--- src/rtl/kf_meas_frontend.sv ---
// Measurement front end: block-averages N = 2^AVG_LOG2 ADC sample pairs and
// issues one filter-step strobe with the averaged U0/Y0, then idles MIN_GAP cycles.
module kf_meas_frontend #(
    parameter int unsigned W        = 16,
    parameter int unsigned AVG_LOG2 = 2,
    parameter int unsigned MIN_GAP  = 3
) (
    input  logic                clk,
    input  logic                reset,
    input  logic                adc_valid,
    input  logic signed [W-1:0] adc_u,
    input  logic signed [W-1:0] adc_y,
    output logic                adc_ready,
    output logic signed [W-1:0] U0,
    output logic signed [W-1:0] Y0,
    output logic                clk_en,
    output logic [15:0]         step_cnt
);

    localparam int unsigned AW = W + AVG_LOG2;
    localparam int unsigned CW = AVG_LOG2 + 1;
    localparam int unsigned N  = 1 << AVG_LOG2;
    localparam int unsigned GW = 8;

    typedef enum logic [1:0] {
        ACC   = 2'd0,
        ISSUE = 2'd1,
        GAP   = 2'd2
    } state_e;

    state_e               state_q;
    logic signed [AW-1:0] u_acc_q;
    logic signed [AW-1:0] y_acc_q;
    logic [CW-1:0]        cnt_q;
    logic [GW-1:0]        gap_q;
    logic signed [W-1:0]  u0_q;
    logic signed [W-1:0]  y0_q;
    logic                 clk_en_q;
    logic [15:0]          step_cnt_q;

    logic                 xfer_c;
    logic signed [AW-1:0] u_sum_c;
    logic signed [AW-1:0] y_sum_c;

    // Ready must already be low in a reset cycle, so it is decoded from state.
    assign adc_ready = (state_q == ACC) && !reset;
    assign xfer_c    = adc_valid && adc_ready;
    assign u_sum_c   = u_acc_q + AW'(adc_u);
    assign y_sum_c   = y_acc_q + AW'(adc_y);

    always_ff @(posedge clk) begin
        if (reset) begin
            state_q    <= ACC;
            u_acc_q    <= '0;
            y_acc_q    <= '0;
            cnt_q      <= '0;
            gap_q      <= '0;
            u0_q       <= '0;
            y0_q       <= '0;
            clk_en_q   <= 1'b0;
            step_cnt_q <= '0;
        end else begin
            clk_en_q <= 1'b0;
            unique case (state_q)
                ACC: begin
                    if (xfer_c) begin
                        if (cnt_q == CW'(N - 1)) begin
                            // Nth sample is folded straight into the result.
                            u0_q       <= W'(u_sum_c >>> AVG_LOG2);
                            y0_q       <= W'(y_sum_c >>> AVG_LOG2);
                            clk_en_q   <= 1'b1;
                            step_cnt_q <= step_cnt_q + 16'd1;
                            state_q    <= ISSUE;
                        end else begin
                            u_acc_q <= u_sum_c;
                            y_acc_q <= y_sum_c;
                            cnt_q   <= cnt_q + CW'(1);
                        end
                    end
                end
                ISSUE: begin
                    gap_q   <= GW'(MIN_GAP);
                    state_q <= GAP;
                end
                GAP: begin
                    gap_q <= gap_q - GW'(1);
                    if (gap_q == GW'(1)) begin
                        u_acc_q <= '0;
                        y_acc_q <= '0;
                        cnt_q   <= '0;
                        state_q <= ACC;
                    end
                end
                default: state_q <= ACC;
            endcase
        end
    end

    assign U0       = u0_q;
    assign Y0       = y0_q;
    assign clk_en   = clk_en_q;
    assign step_cnt = step_cnt_q;

endmodule

--- config.mk ---
export PLATFORM = sky130hd
export DESIGN_NAME = kf_meas_frontend
export DESIGN_NICKNAME = d
export VERILOG_FILES = /design/src/rtl/kf_meas_frontend.sv
export SDC_FILE = /design/constraint.sdc
export NUM_CORES = 1
export LEC_CHECK = 0
export CAP_MARGIN = 15
export CELL_PAD_IN_SITES_DETAIL_PLACEMENT = 1
export CELL_PAD_IN_SITES_GLOBAL_PLACEMENT = 2
export CORE_MARGIN = 1.5
export CORE_UTILIZATION = 35
export DETAILED_ROUTE_END_ITERATION = 7
export PLACE_DENSITY = 0.92
export RECOVER_POWER = 100
export REMOVE_ABC_BUFFERS = 1
export SETUP_SLACK_MARGIN = 0.3
export SYNTH_ARGS = -nofsm -noshare
export SYNTH_HDL_FRONTEND = slang
export SYNTH_SLANG_ARGS = --single-unit
--- constraint.sdc ---
create_clock -name clk -period 4.8 [get_ports clk]
set_input_delay 0.48 -clock clk [delete_from_list [all_inputs] [get_ports clk]]
set_output_delay 0.48 -clock clk [all_outputs]
set_load 0.01 [all_outputs]
==> flow_summary.toml <==
[run_status]
status = "finished, violations left"
failed_checks = "capacitance limit, slew limit"

[min_path]
min_from = "U0[8]"
hp-class = "reg2reg"
hold_depth = 2
hold_end = "U0[8]"

[clock_network]
cts_tree = "yes"
hold_buffers = 0
postCtsSetupBuffers = 0
htreeDepth = 3
root_buffer = "clkbuf_16"
clk_pin_slew_ns = 0.06
cts.sinks = 98
cts_inserted_buffers = 9
clockBufferDepth = 2
ctsResizeCount = 0
worstSkewPairLatency_ns = 0.35

[pwr]
p_per_area_nw_per_um2 = 342
netSwitchingPower_mw = 0.683
p_int_mw = 1.50
sequentialPowerShare_pct = 41.8
swShare_pct = 31.3
p_leak_nw = 2.72
p_total_mw = 2.18
combinationalPowerShare_pct = 27.3
ir_drop_uv = 161
p_clk_share_pct = 30.9

[routing]
wl_um = 13800
drt_iter0_drc = 158
post-route-drc-count = 0
vias_per_cell = 5.29
dr.pass1.iters = 4
ant_nets = 0
wl_per_cell_um = 16.0
via_count = 4538

[layout]
finalInstanceArea_um2 = 6380
antenna_cells = 0
fin_cells = 858
final_nets = 748
drive_gt1_share_pct = 3.26
area_growth_pct = 24.0

[synth]
netlist_instances = 594
syn-mean-instance-area_um2 = 8.66
ys_ff_latch = 98
yosys.area.top_type = "dfxtp_1"
yosysMostFrequentCell = "dfxtp_1"
synth.top_cell.area_share_pct = 38.1
synthArstFlopShare_pct = 0
yosysWarnings = 0
synthTopCellsByCount = "dfxtp_1, nand2_1, nor2_1, a21oi_1, ha_1"
seq_area_frac_synth_pct = 38.1
yosysUniqueCellTypes = 52
syn_area_um2 = 5140
synth_edf_count = 0
ys.flop_type = "dfxtp_1"
synth_area_leaders = "dfxtp_1, ha_1, nand2_1"

[critical_path]
rrSetupSlack_ns = 1.26
rr_worst_depth = 7
cp_data_arrival_time_ns = 3.87
max_stage_delay_ns = 1.08
r2r-start = "state_q[0]"
critPathRequiredTime_ns = 5.09
worst_setup_path_end_kind = "register"
path_cells = "dlygate4sd3_1 -> nor2b_1 -> nor2b_1 -> mux2i_1 -> or2_0 -> and2_0 -> a22o_1"
cp_max_fo = 20
critPathSlowestCell = "and2_0"
r2r-end = "y_acc_q[10]"
start_kind = "input port"
path_common_cell = "nor2b_1"
path_class = "in2reg"

[die]
die_area_um2 = 15400
io_pins = 85
start_util_pct = 35.7
rows = 44
die_width_um = 124
dieHeight_um = 124
core_um2 = 14400

[global_routing]
grtUsageTotal_pct = 18.4
grt_pass1_vias = 4865
antenna_found_initial = 0
grt_max_degree = 70
grt_pass1_wl_um = 23500
grt-ovfl-total = 0

[place]
place_congestion = 0.852
port_buffers = 84
place_area_um2 = 6130
dpl.hpwl_um = 9930
placed_cells = 842

[sta]
setup_violations = 0
fin_crit_sh_pct = 74.5
tightest_slew_ns = 1.97
finalHoldViolCount = 0
hold_slack_ns = 0.455
min_period_ns = 3.57
clock_skew_ns = 0.00430
relSlewSlack_pct = -31.5
slew_viol_final = 39
rsz0062_at_grt = "no"
finalSetupTns_ns = 0
max_freq_ghz = 0.280

[job]
maxCapViolations = 1
## kinds of logic (layout without fill, tap and decap cells)
logic type	after synthesis	after routing	synth area share (%)
mux	4	4	0.778
compound gates	160	160	21.0
flops	98	98	38.1
buf+inv	37	117	3.11
fa+ha+maj	44	44	11.0
simple gates	198	198	16.9
xor+xnor	53	53	9.02
## sequential cells by signal, indices dropped and copies added (netlist names)
name,cells
U0,16
Y0,16
clk_en,1
cnt_q,3
gap_q,8
state_q,2
step_cnt,16
u_acc_q,18
y_acc_q,18
## layout by cell type, fill, tap and decap left out, types with 2 or more instances in the layout
cell type,n
buf_4,2
o22ai_1,2
o211ai_1,4
a31oi_1,4
a311oi_1,2
nor4_1,2
a21oi_1,56
clkbuf_1,6
dlygate4sd3_1,52
nand4_1,8
nor4b_1,2
o21bai_1,2
mux2i_1,4
a211oi_1,3
fa_1,2
a221oi_1,2
o21a_1,3
a22o_1,18
dfxtp_1,98
and3_1,9
xor2_1,27
o21ai_0,21
inv_1,13
clkbuf_16,9
or3_1,5
nor2_1,63
nor2b_1,3
nand3_1,12
xnor2_1,26
nand2_1,80
clkdlybuf4s50_1,31
ha_1,42
a21o_1,16
a22oi_1,18
nor3_1,8
## worst max-delay path by stage
stage                     startpoint      endpoint  depth (start not counted)
after floorplan            adc_valid  step_cnt[13]                          8
after global placement      adc_y[0]   y_acc_q[16]                         10
after detailed placement    adc_y[0]   y_acc_q[16]                         10
after CTS                   adc_y[0]   y_acc_q[16]                         10
after global routing      state_q[0]   y_acc_q[17]                          8
final                      adc_valid   y_acc_q[10]                          7
## power groups by stage
stage | registers [mW] | logic (mW) | clock network (mW)
floorplan | 0.918 | 0.443 | 0
global placement | 0.924 | 0.574 | 0
detailed placement | 0.928 | 0.599 | 0
CTS | 0.911 | 0.606 | 0.698
global route | 0.917 | 0.670 | 0.727
finish | 0.911 | 0.596 | 0.674
## per-layer routing
layer	wire [um]	GRT usage (%)	vias to the layer above
met5	0	0	-
met4	269	6.76	0
met3	348	3.53	20
met2	7080	33.4	62
met1	6050	21.4	2206
li1	-	-	2250
## worst max-delay path: cells and delay by family
| kind | cells | cell delay [ns] |
|---|---|---|
| compound gates | 1 | 0.29 |
| simple gates | 4 | 2.45 |
| buf+inv | 1 | 0.53 |
| mux | 1 | 0.11 |
## stage by stage
stage	setup slack (ns)	utilization [%]
after floorplan	1.73	-
after global placement	1.52	42.5
after detailed placement	1.50	42.5
after CTS	1.86	44.3
after global routing	0.924	44.2
final	1.23	44.2
## layout make-up
class | count | area [um^2]
Fill cell | 1709 | 8050
Multi-Input combinational cell | 459 | 3010
Sequential cell | 98 | 1960
Timing Repair Buffer | 88 | 858
Clock buffer | 14 | 254
Tap cell | 184 | 230
Inverter | 13 | 48.8
Clock inverter | 2 | 12.5
(Power assumes the default switching activity.)
